## src/rtl/tag_alloc16.sv

```systemverilog
// ---------------------------------------------------------------------------
// tag_alloc16
//   Sixteen-entry round-robin tag allocator. Hands out one 4-bit tag per
//   cycle (plus its one-hot decode) to a single requester and accepts one
//   released tag per cycle. A flush returns the free vector to INIT_FREE.
//
// Parameters
//   INIT_FREE    : free-vector value at reset and after flush (1 = free)
//
// Ports
//   clk          : clock, rising edge
//   rst_aL       : asynchronous active-low reset
//   alloc_req    : requester wants a tag this cycle
//   alloc_ready  : at least one tag is free
//   alloc_tag    : tag offered this cycle (0 when none free)
//   alloc_onehot : one-hot decode of alloc_tag (0 when none free)
//   rel_valid    : release a tag this cycle
//   rel_tag      : tag being released
//   flush        : return every outstanding tag (highest priority)
//   free_vec     : registered free vector
//   free_cnt     : number of free tags, 0..16
//   err          : sticky double-release flag
//
// Build option
//   TAG_ALLOC_ERRCHK_EN : when defined, a double release sets err until
//                         reset; otherwise err is tied low.
// ---------------------------------------------------------------------------
module tag_alloc16 #(
    parameter logic [15:0] INIT_FREE = 16'hFFFF
) (
    input  logic        clk,
    input  logic        rst_aL,
    input  logic        alloc_req,
    output logic        alloc_ready,
    output logic [3:0]  alloc_tag,
    output logic [15:0] alloc_onehot,
    input  logic        rel_valid,
    input  logic [3:0]  rel_tag,
    input  logic        flush,
    output logic [15:0] free_vec,
    output logic [4:0]  free_cnt,
    output logic        err
);

    localparam logic [4:0] INIT_CNT = 5'($countones(INIT_FREE));

    logic [15:0] free_q, free_d;
    logic [3:0]  ptr_q,  ptr_d;
    logic [4:0]  cnt_q,  cnt_d;

    logic        sel_found;
    logic [3:0]  sel_tag;
    logic [3:0]  scan_idx;
    logic        fire;
    logic [15:0] rel_onehot;
    logic        rel_dup;
    logic        rel_ok;

    // Round-robin search: first free tag at ptr_q, ptr_q+1, ... modulo 16.
    always_comb begin
        sel_found = 1'b0;
        sel_tag   = '0;
        scan_idx  = '0;
        for (int unsigned i = 0; i < 16; i++) begin
            scan_idx = ptr_q + 4'(i);
            if (!sel_found && free_q[scan_idx]) begin
                sel_found = 1'b1;
                sel_tag   = scan_idx;
            end
        end
    end

    assign alloc_ready  = (cnt_q != 5'd0);
    assign alloc_tag    = alloc_ready ? sel_tag : 4'd0;
    assign alloc_onehot = alloc_ready ? (16'h0001 << sel_tag) : '0;

    assign fire       = alloc_req && alloc_ready;
    assign rel_onehot = 16'h0001 << rel_tag;
    // Judged against the pre-edge free vector, so releasing the tag that is
    // being allocated in the same cycle counts as a double release.
    assign rel_dup    = |(free_q & rel_onehot);
    assign rel_ok     = rel_valid && !rel_dup;

    always_comb begin
        free_d = free_q;
        ptr_d  = ptr_q;
        cnt_d  = cnt_q;
        if (flush) begin
            free_d = INIT_FREE;
            cnt_d  = INIT_CNT;
        end else begin
            if (fire) begin
                free_d = free_d & ~alloc_onehot;
                ptr_d  = alloc_tag + 4'd1;
            end
            if (rel_ok) begin
                free_d = free_d | rel_onehot;
            end
            case ({fire, rel_ok})
                2'b10:   cnt_d = cnt_q - 5'd1;
                2'b01:   cnt_d = cnt_q + 5'd1;
                default: cnt_d = cnt_q;
            endcase
        end
    end

    always_ff @(posedge clk or negedge rst_aL) begin
        if (!rst_aL) begin
            free_q <= INIT_FREE;
            ptr_q  <= '0;
            cnt_q  <= INIT_CNT;
        end else begin
            free_q <= free_d;
            ptr_q  <= ptr_d;
            cnt_q  <= cnt_d;
        end
    end

    assign free_vec = free_q;
    assign free_cnt = cnt_q;

`ifdef TAG_ALLOC_ERRCHK_EN
    logic err_q, err_d;

    // A release swallowed by flush is not a double release.
    always_comb begin
        err_d = err_q | (rel_valid && rel_dup && !flush);
    end

    always_ff @(posedge clk or negedge rst_aL) begin
        if (!rst_aL) begin
            err_q <= 1'b0;
        end else begin
            err_q <= err_d;
        end
    end

    assign err = err_q;
`else
    assign err = 1'b0;
`endif

endmodule

```

## config.mk

```make
export PLATFORM = sky130hd
export DESIGN_NAME = tag_alloc16
export DESIGN_NICKNAME = d
export VERILOG_FILES = /design/src/rtl/tag_alloc16.sv
export SDC_FILE = /design/constraint.sdc
export NUM_CORES = 1
export LEC_CHECK = 0
export BUFFER_PORTS_ARGS = -buffer_cell sky130_fd_sc_hd__clkbuf_2
export CAP_MARGIN = 15
export CORE_MARGIN = 2
export CORE_UTILIZATION = 45
export CTS_CLUSTER_DIAMETER = 30
export CTS_CLUSTER_SIZE = 16
export DETAILED_ROUTE_END_ITERATION = 16
export MAX_ROUTING_LAYER = met4
export PLACE_DENSITY = 0.66
export SYNTH_ARGS = -nofsm -noshare
export SYNTH_HDL_FRONTEND = slang
export SYNTH_SLANG_ARGS = --single-unit
export TNS_END_PERCENT = 100
```

## constraint.sdc

```tcl
create_clock -name clk -period 14.9 [get_ports clk]
set_clock_uncertainty 0.05 [all_clocks]
set_input_delay 2.235 -clock clk [delete_from_list [all_inputs] [get_ports clk]]
set_output_delay 2.235 -clock clk [all_outputs]
set_load 0.01 [all_outputs]
```

Word level (Yosys, flattened, before mapping)
Index checks and enable logic that the tools add are counted.
{ "op_classes": {"shifts": 2, "n_eq_ne": 2, "n_addsub": 18, "bitwise_logic": 5, "mux": 71, "order_cmp": 16, "n_reduce_logical": 37} }
{ "op_table": {"columns": ["op", "n"], "rows": [
  ["less-than comparator 4 x 5 -> 1 bit, second input constant", 16],
  ["2-to-1 mux 16 bit", 5],
  ["2-to-1 mux 4 bit", 17],
  ["binary-select mux 1 bit (select 4 bit)", 16],
  ["adder 4 bit, second input constant", 8],
  ["AND 16 bit", 2],
  ["<< shifter 1 x 4 -> 16 bit, first input constant", 2],
  ["2-to-1 mux 1 bit", 31],
  ["logical AND 1 bit", 17],
  ["adder 4 x 3 -> 4 bit, second input constant", 4],
  ["logical NOT 1 bit", 16],
  ["inverter 16 bit", 1],
  ["OR 16 bit", 1],
  ["OR reduction 16 bit", 1],
  ["case mux 5 bit (2 select lines)", 1],
  ["adder 4 x 1 -> 4 bit, second input constant", 2],
  ["adder 4 x 2 -> 4 bit, second input constant", 2],
  ["adder 5 x 1 -> 5 bit, second input constant", 1],
  ["2-to-1 mux 5 bit", 1],
  ["nonzero test 5 bit", 1],
  ["subtractor 5 x 1 -> 5 bit, second input constant", 1],
  ["nonzero test 3 bit", 1],
  ["equality test 2 x 1 -> 1 bit, second input constant", 1],
  ["equality test 2 bit, second input constant", 1],
  ["2 further kinds", 2]
]} }
{ "word_totals": {"out_inout_bits": 43, "elab_cells": 154, "inputBits": 9, "register_bits": 25} }

Depth between registers and ports, before layout
Gate-level depths: netlist of run 1.
{ "depth": {"word_depth": 57, "mapped_depth": 21, "ltp_nobuf": 16} }

Worst setup path after synthesis of run 1
OpenSTA, ideal clock, no wires.
{ "synth_timing": {"path_kind": "flip-flop to output port", "startpoint": "register ptr_q[1]", "endpoint": "output alloc_onehot[1]", "path_stages_with_launch": 20, "n_path_buf": 8, "t_required_ns": 12.615, "path_slack_ns": 8.321, "arrival_time_ns": 4.294, "path_cell_list": "dfrtp_1 buf_6 buf_12 buf_8 inv_1 ha_1 buf_4 buf_6 buf_4 mux2i_1 mux4_2 mux2i_2 nor4_4 and4_1 buf_2 a32oi_1 a21oi_1 or3_1 buf_2 nor4_1"} }
{ "synth_via": {"elab_chain_len": 50, "word_cells_on_any_way": 110, "classes_between": "add/sub: 15; shift: 1; mux: 64; reduce/logical: 30"} }
{ "synth_rtl": {"columns": ["item", "line_no", "source"], "rows": [
  ["start, declared", "48", "logic [3:0] ptr_q, ptr_d;"],
  ["start signal, assigned", "114", "ptr_q <= ptr_d;"],
  ["branches (longest 47 deep; another with adder 4 x 1 -> 4 bit)", null, null],
  ["2-to-1 mux 4 bit *", "66", "if (!sel_found && free_q[scan_idx]) begin"],
  ["<< shifter 1 x 4 -> 16 bit *", "75", "assign alloc_onehot = alloc_ready ? (16'h0001 << sel_tag) : '0;"],
  ["2-to-1 mux 16 bit *", "75", null],
  ["end, declared", "36", "output logic [15:0] alloc_onehot,"]
]} }
Every way passes the cells marked *. The select of a mux whose other input is x is not followed.

Worst setup path after layout of run 1
{ "layout_timing": {"startpoint": "register ptr_q[1]", "endpoint": "output alloc_onehot[13]"} }
Same word-level chain as after synthesis.

==> impl_metrics.yaml, run 1 <==
worst_setup_path:
  worstSetupEndpointType: "output port"
  critPathLaunchType: "flip-flop"
  reg2reg_slack_ns: 9.31
  cp_data_required_time_ns: 12.61
  crit_arrival_ns: 5.72
  path_max_fanout: 30
  crit_type: "flip-flop to output port"
route:
  wl_mm: 14.44
  remaining_drc_errors: 0
  ant_nets: 0
  routed-via-count: 4375
  drtIter0Drc: 407
  vias_per_cell: 6.639
  wire_per_inst_um: 21.91
  dr.pass1.iters: 6
job:
  drv_cap: 0
floorplanning:
  die-area_um2: 10780
  core-area_um2: 9729
  die_w_um: 103.8
  start_util: 0.4610
  rows: 36
  num_io_pins: 52
  die_h_um: 103.8
timing:
  fin_crit_ns: 8.003
  setup_violations: 0
  hold_viol: 0
  max_freq_ghz: 0.1250
  maxSlewHeadroom: 0.2843
  period_share: 0.5371
  finalMaxSlewViolations: 0
  fin_setup_tns_ns: 0
  rsz0062_at_grt: "false"
  tightest_slew_ns: 1.074
power_and_ir_drop:
  p_leak_nw: 1.909
  powerDensity_nw_per_um2: 184.9
  power_frac_clock: 0.049
  swShare: 0.5474
  finalPower_uw: 873.1
  switching_power_uw: 477.9
  vdd_drop_max_v: 0.0001250
  sequentialPowerShare: 0.133
  internal_power_uw: 395.2
  p_comb_frac: 0.818
cts:
  root_buffer: "clkbuf_8"
  post_cts_resized: 0
  clock-sinks: 25
  insertion_delay_ns: 0.27
  cts_made_buffers: 3
  htree_levels: 1
  cts_tree: "done"
  post-cts-setup-buffers: 0
  cts-hold-fix-buffers: 0
  cts.clk_slew.worst_paths_ns: 0.09
  max-clock-path-buffers: 2
placement:
  place_congestion: 1.046
  io_buffers: 50
  dp_hpwl_mm: 10.54
logic_synthesis:
  syn_nets: 535
  yosysWarningCount: 0
  synth_edf_count: 0
  async_reset_ff_frac: 1.000
  ys.flop_type: "dfstp_2"
  synth_area_um2: 4486
  ys_seq_area_frac: 0.1442
  synth_seq_cells: 25
  syn-mean-instance-area_um2: 8.727
  yosysUniqueCellTypes: 76
  syn_inst: 514
hold_path:
  hp-class: "flip-flop to flip-flop"
grt:
  grt_antenna_before_repair: 0
  grt_pass1_vias: 4014
  grt_remaining_overflow: 0
  grt_first_pass_wirelength_mm: 22.61
  grt_usage: 0.2669
  grt_max_degree: 31
cells_and_area:
  syn2layout_area_growth_pct: 5.244
  multi_input_area_um2: 3435
  register_area_um2: 646.9
  nNetsFinal: 548
  drive_gt1_frac: 0.2510
  nFillCells: 969
  antennaDiodeCount: 0
run_status:
  status: "completed"
cell usage in the layout, fill, tap and decap left out, drive strengths merged, types with 7 or more instances in the layout:
cell type   n
mux4       31
mux2       17
nor2       42
nor4       10
dfstp      17
nor3       12
and2        8
nand2      34
o21ai      34
ha         11
a21oi      19
buf         7
xnor2      13
nand3      13
o22ai       8
mux2i      39
clkbuf     53
nor2b       8
a221oi     17
dfrtp       8
inv        33
power by group through the flow:
| stage | Sequential [mW] | Clock, mW | Combinational, mW |
|---|---|---|---|
| after floorplan | 0.107 | 0 | 0.565 |
| after global placement | 0.115 | 0 | 0.697 |
| after detailed placement | 0.116 | 0 | 0.703 |
| after CTS | 0.115 | 0.0428 | 0.705 |
| after global routing | 0.118 | 0.0452 | 0.766 |
| final | 0.116 | 0.0426 | 0.715 |
through the flow:
| stage | area [um^2] | setup slack (ns) | hold WS, ns | utilization | instances |
|---|---|---|---|---|---|
| after global placement | 4674 | 7.412 | 0.5164 | 0.4805 | 655 |
| final | 4721 | 6.897 | 0.5452 | 0.4852 | 659 |
| after detailed placement | 4674 | 7.287 | 0.5219 | 0.4805 | 655 |
| after global routing | 4721 | 6.534 | 0.5642 | 0.4852 | 659 |
| after CTS | 4721 | 6.985 | 0.5365 | 0.4852 | 659 |
| after floorplan | 4486 | 8.321 | 0.4597 | - | 514 |
kinds of logic (layout without fill, tap and decap cells):
logic type,after synthesis,count (layout),share of synthesized area
xor gates and xnor gates,15,15,0.03096
other,1,1,0.0008360
DFF,25,25,0.1442
buffers and inverters,82,94,0.09010
muxes,87,87,0.3035
adders and majority gates,12,12,0.03515
and+or+nand+nor,155,155,0.1794
AOI/OAI and AO/OA,137,137,0.2159
flip-flops by register name, indices dropped and copies added, names as in the netlist:
signal,flops
ptr_q,4
free_vec,16
free_cnt,5
metal layers:
metal	vias up	track usage	routed length [um]
li1	1986	-	-
met1	2162	0.3542	6203
met2	189	0.4347	6927
met3	38	0.02077	822
met4	0	0.08687	485
met5	-	-	0
final cells by class:
cell class | count | share of cell area
multi-input combinational | 407 | 0.7275
sequential | 25 | 0.1370
timing repair buffer | 57 | 0.06414
tap | 133 | 0.03525
inverter | 33 | 0.02624
clock buffer | 3 | 0.008746
clock inverter | 1 | 0.001060
worst max-delay path, stage by stage, from the launching register on:
cell and delay [ns]:
dfrtp_1 0.34, buf_4 0.35, inv_1 0.27, ha_1 1.07
mux4_2 0.68, mux2_2 0.32, mux2i_1 0.28, and3_1 0.35
and4_1 0.37, o211ai_1 0.16, a21oi_1 0.70, nand3_1 0.25
nor2_1 0.15, clkbuf_2 0.14
path summary, 6_finish.rpt:
kind / cells past startpoint / endpoint / from
worst min register to register: 2 / free_vec[3] / free_vec[3]
min in group asynchronous: 1 / ptr_q[3] / rst_aL
worst max-delay path: 13 / alloc_onehot[13] / ptr_q[1]
worst max register to register: 13 / free_vec[13] / ptr_q[1]
worst min-delay path: 2 / free_vec[3] / free_vec[3]
max in group asynchronous: 1 / free_cnt[3] / rst_aL
synth_stat cells (all sizes together), types with 10 or more instances:
library cell	n	share of area
nor2	42	0.037
mux2i	39	0.093
nand2	34	0.028
o21ai	34	0.038
inv	33	0.028
mux4	31	0.17
clkbuf	30	0.025
a21oi	19	0.021
buf	19	0.037
a221oi	17	0.036
dfstp	17	0.10
mux2	17	0.043
nand3	13	0.015
xnor2	13	0.027
nor3	12	0.013
ha	11	0.031
nor4	10	0.021
No activity file was read; power rests on OpenSTA's default activity.
==> inputs of run 2 (changes only) <==
==> constraint.sdc (replaced) <==
create_clock -name clk -period 8.2 [get_ports clk]
set_clock_uncertainty 0.05 [all_clocks]
set_input_delay 1.23 -clock clk [delete_from_list [all_inputs] [get_ports clk]]
set_output_delay 1.23 -clock clk [all_outputs]
set_load 0.01 [all_outputs]
==> run 2 against run 1 <==
First-iteration DRC count increased by 0.25%. Hold slack got worse by 0.011 ns. Sequential power increased by 79%. Core utilization decreased by 0.090 points. Sequential share of layout area about the same. Setup slack got worse by 5.8 ns. Die area unchanged. Clock power increased by 75%. Via count increased by 0.23%. Register-to-register slack got worse by 6.7 ns. Count of clock-buffer cells in the layout increased by 1.
==> impl_metrics.yaml, run 2 (synthesis results as in run 1) <==
worst_setup_path:
  path_max_fanout: 30
  critPathLaunchType: "flip-flop"
  critical-path-top-delay-family: "multiplexers"
  rr_worst_depth: 13
  regToRegStartpoint: "ptr_q[1]"
  slowest_stage: "ha_1"
  worstSetupEndpointType: "output port"
  reg2reg_to: "free_vec[14]"
  cp_data_required_time_ns: 6.92
  reg2reg_slack_ns: 2.59
  crit_arrival_ns: 5.78
  crit_chain: "buf_4 -> inv_1 -> ha_1 -> mux4_2 -> mux2_2 -> mux2i_1 -> and3_1 -> and4_1 -> o211ai_1 -> a21oi_1 -> nand3_1 -> nor2_1 -> clkbuf_2"
  slowest_delay_ns: 1.07
  path_buf_inv: 3
  crit_type: "flip-flop to output port"
timing:
  fin_setup_tns_ns: 0
  period_share: 0.8605
  max_freq_ghz: 0.1417
  setup_violations: 0
  maxSlewHeadroom: 0.2929
  fin_crit_ns: 7.056
  finalMaxSlewViolations: 0
  hold_viol: 0
  rsz0062_at_grt: "false"
  worst_slack_ns: 1.144
  tightest_slew_ns: 1.061
grt:
  grt_remaining_overflow: 0
  grt_pass1_vias: 4208
  grt_first_pass_wirelength_mm: 22.48
  grt_max_degree: 31
  grt_antenna_before_repair: 0
  grt_usage: 0.2614
cts:
  post_cts_resized: 0
  insertion_delay_ns: 0.27
  htree_levels: 1
  cts-hold-fix-buffers: 0
  root_buffer: "clkbuf_8"
  cts_made_buffers: 3
  clock-sinks: 25
  max-clock-path-buffers: 2
  cts.clk_slew.worst_paths_ns: 0.09
  post-cts-setup-buffers: 0
  cts_tree: "done"
job:
  drv_cap: 0
placement:
  place_congestion: 0.9626
  io_buffers: 50
  dp_hpwl_mm: 10.17
  place_ws_ns: 1.566
  post-place-cells: 654
cells_and_area:
  largest_reg_flops: 16
  postLayoutCoreUtil: 0.4843
  antennaDiodeCount: 0
  drive_gt1_frac: 0.2476
  layout_commonest_cell: "clkbuf_2"
  fin_cells: 658
  syn2layout_area_growth_pct: 5.049
  nNetsFinal: 547
  final_cell_mix: "clkbuf_2, nor2_1, mux2i_1"
floorplanning:
  core-area_um2: 9729
  rows: 36
  die-area_um2: 10780
  die_h_um: 103.8
  num_io_pins: 52
  start_util: 0.4610
  die_w_um: 103.8
route:
  m1WireLength_mm: 5.741
  vias_per_cell: 6.664
  drtIter0Drc: 408
  routed-via-count: 4385
  wl_mm: 13.83
  wl_met2_mm: 6.657
  wire_per_inst_um: 21.01
  dr.pass1.iters: 5
  ant_nets: 0
  highest_layer: "met4"
  wl_met3_um: 996
  remaining_drc_errors: 0
hold_path:
  hp-class: "flip-flop to flip-flop"
  holdPathEnd: "free_vec[11]"
  min_path_cells: 2
  hp-start: "free_vec[11]"
run_status:
  status: "completed"
power_and_ir_drop:
  powerDensity_nw_per_um2: 333.6
  p_leak_nw: 1.902
  vdd_drop_max_v: 0.0001966
  finalPower_mw: 1.572
==> run 2: cell types whose count changed in the layout (fill, tap and decap cells not counted) <==
cell / before / now
clkinv_2: 1 / 0
clkbuf_1: 0 / 1
buf_4: 7 / 6
==> run 2: report_power, final <==
part / total (mW) / leakage [nW] / switching (mW) / internal, mW
Clock: 0.0745 / 0.0228 / 0.0397 / 0.0348
Combinational: 1.29 / 1.60 / 0.769 / 0.520
Sequential: 0.208 / 0.282 / 0.0498 / 0.159
==> run 2: worst max-delay path by stage <==
stage	cells after the start	to	from	slack, ns
after floorplan	19	alloc_onehot[1]	ptr_q[1]	2.63
after global placement	15	alloc_onehot[5]	ptr_q[0]	1.70
after detailed placement	13	alloc_onehot[14]	ptr_q[0]	1.57
after CTS	13	alloc_onehot[14]	ptr_q[0]	1.24
after global routing	13	alloc_onehot[15]	ptr_q[1]	0.78
final	13	alloc_onehot[14]	ptr_q[1]	1.14
==> run 2: layout make-up <==
type	count	area, um^2
repair buffers	56	295.3
fillers	1000	5017
multi-input cells	407	3435
flip-flops and latches	25	646.9
clock buffers	4	45.04
inverters	33	123.9
well taps	133	166.4
==> run 2: worst min-delay path, stage by stage, from the launching register on <==
cell     delay (ns)
dfstp_2        0.45
inv_1          0.07
o21ai_1        0.06
==> run 2: metal layers <==
metal	GRT usage	up-vias
met5	-	-
met4	0.08977	0
met3	0.01573	40
met2	0.4281	246
met1	0.3457	2115
li1	-	1984
==> run 2: per-stage QoR <==
stage | hold slack (ns) | instance area (um^2)
floorplan | 0.4597 | 4486
global placement | 0.5163 | 4667
detailed placement | 0.5169 | 4667
CTS | 0.5316 | 4712
global route | 0.5712 | 4712
finish | 0.5345 | 4712
==> inputs of run 3 (changes only) <==
--- a/config.mk
+++ b/config.mk
@@ -7,7 +7,7 @@
 export LEC_CHECK = 0
 export BUFFER_PORTS_ARGS = -buffer_cell sky130_fd_sc_hd__clkbuf_2
 export CAP_MARGIN = 15
-export CORE_MARGIN = 2
+export CORE_MARGIN = 1.5
 export CORE_UTILIZATION = 45
 export CTS_CLUSTER_DIAMETER = 30
 export CTS_CLUSTER_SIZE = 16
==> run 3 against run 2 <==
Setup slack worse by 0.047 ns. Sequential cell count unchanged. Count of clock-buffer cells in the layout unchanged. Total power up 0.65%. Critical path depth unchanged. First-iteration DRC count up 17%. Non-clock buffer count unchanged. Global-route usage up 2.7 points. Critical path type unchanged. Sequential share of layout area unchanged. Maximum frequency down 0.66%. Core utilization unchanged. Clock power down 2%.
==> impl_metrics.yaml, run 3 (synthesis results as in run 1) <==
run_status:
  status: "completed"
cts:
  cts_tree: "done"
  cts_made_buffers: 3
  cts.clk_slew.worst_paths_ns: 0.09
  post-cts-setup-buffers: 0
  post_cts_resized: 0
  cts-hold-fix-buffers: 0
  clock-sinks: 25
  htree_levels: 1
  max-clock-path-buffers: 2
  insertion_delay_ns: 0.27
  root_buffer: "clkbuf_8"
power_and_ir_drop:
  p_leak_nw: 1.902
  powerDensity_nw_per_um2: 335.7
  vdd_drop_max_v: 0.0002352
worst_setup_path:
  crit_type: "flip-flop to output port"
  crit_chain: "buf_4 -> inv_1 -> ha_1 -> mux4_2 -> mux2_2 -> mux2i_1 -> and3_1 -> and4_1 -> o211ai_1 -> a21oi_1 -> nand3_1 -> nor2_1 -> clkbuf_2"
  rr_worst_depth: 13
  critPathLaunchType: "flip-flop"
  slowest_delay_ns: 1.08
  slowest_stage: "ha_1"
  reg2reg_slack_ns: 2.56
  reg2reg_to: "free_vec[10]"
  regToRegStartpoint: "ptr_q[1]"
  worstSetupEndpointType: "output port"
  crit_arrival_ns: 5.82
  path_max_fanout: 30
  cp_data_required_time_ns: 6.92
timing:
  hold_viol: 0
  fin_crit_ns: 7.103
  tightest_slew_ns: 1.071
  maxSlewHeadroom: 0.2860
  setup_violations: 0
  finalMaxSlewViolations: 0
  worst_slack_ns: 1.097
  period_share: 0.8662
  max_freq_ghz: 0.1408
  fin_setup_tns_ns: 0
  rsz0062_at_grt: "false"
route:
  ant_nets: 0
  dr.pass1.iters: 5
  routed-via-count: 4422
  wl_mm: 14.20
  vias_per_cell: 6.720
  drtIter0Drc: 479
  wire_per_inst_um: 21.58
  remaining_drc_errors: 0
hold_path:
  min_path_cells: 2
  hp-start: "free_vec[7]"
  hp-class: "flip-flop to flip-flop"
  holdPathEnd: "free_vec[7]"
cells_and_area:
  drive_gt1_frac: 0.2476
  syn2layout_area_growth_pct: 5.049
  layout_commonest_cell: "clkbuf_2"
  largest_reg_flops: 16
  final_area_um2: 4712
  final_cell_mix: "clkbuf_2, nor2_1, mux2i_1"
  nNetsFinal: 547
  antennaDiodeCount: 0
floorplanning:
  die_w_um: 102.8
  die_h_um: 102.8
  start_util: 0.4610
  num_io_pins: 52
  rows: 36
  core-area_um2: 9729
  die-area_um2: 10580
job:
  drv_cap: 0
grt:
  grt_pass1_vias: 4273
  grt_first_pass_wirelength_mm: 23.03
  grt_remaining_overflow: 0
  grt_antenna_before_repair: 0
  grt_max_degree: 31
  grt_usage: 0.2885
placement:
  place_congestion: 0.9734
  place_ws_ns: 1.465
  io_buffers: 50
  dp_hpwl_mm: 10.25
  dpl_cell_area_um2: 4667
[run 3: worst max-delay path by stage]
stage,startpoint,end,cells after the start
global route,ptr_q[1],alloc_onehot[13],13
detailed placement,ptr_q[1],alloc_onehot[13],14
global placement,ptr_q[1],alloc_onehot[13],14
finish,ptr_q[1],alloc_onehot[13],13
floorplan,ptr_q[1],alloc_onehot[1],19
CTS,ptr_q[1],alloc_onehot[13],14
[run 3: metal layers]
layer  part of all wire  track usage  up-vias
li1                   -            -     1986
met1               0.42       0.3812     2153
met2               0.48       0.4687      244
met3              0.068      0.01831       39
met4              0.034       0.1091        0
met5                  0            -        -
[run 3: worst max-delay path: cells and delay by family, from the launching register on]
family                     cells  cell delay, ns
AOI/OAI and AO/OA              2            0.92
muxes                          3            1.29
buffers and inverters          3            0.80
DFF                            1            0.33
and+or+nand+nor                4            1.13
adders and majority gates      1            1.08
[run 3: layout make-up]
type,instances,area (um^2)
sequential,25,646.9
fill,976,5017
tap,133,166.4
timing repair buffer,56,295.3
inverter,33,123.9
clock buffer,4,45.04
multi-input combinational,407,3435
[run 3: where the power goes]
group | switching, mW | internal (mW) | total (mW)
Clock | 0.0384 | 0.0347 | 0.0732
Combinational | 0.778 | 0.520 | 1.30
Sequential | 0.0519 | 0.159 | 0.211
Total | 0.869 | 0.713 | 1.58
[run 3: stage by stage]
step,power (mW),util,cells,hold WS (ns)
after global placement,1.473,0.4797,654,0.5120
after floorplan,1.221,-,514,0.4597
after CTS,1.561,0.4843,658,0.5324
after detailed placement,1.483,0.4797,654,0.5201
final,1.582,0.4843,658,0.5297
after global routing,1.685,0.4843,658,0.5577
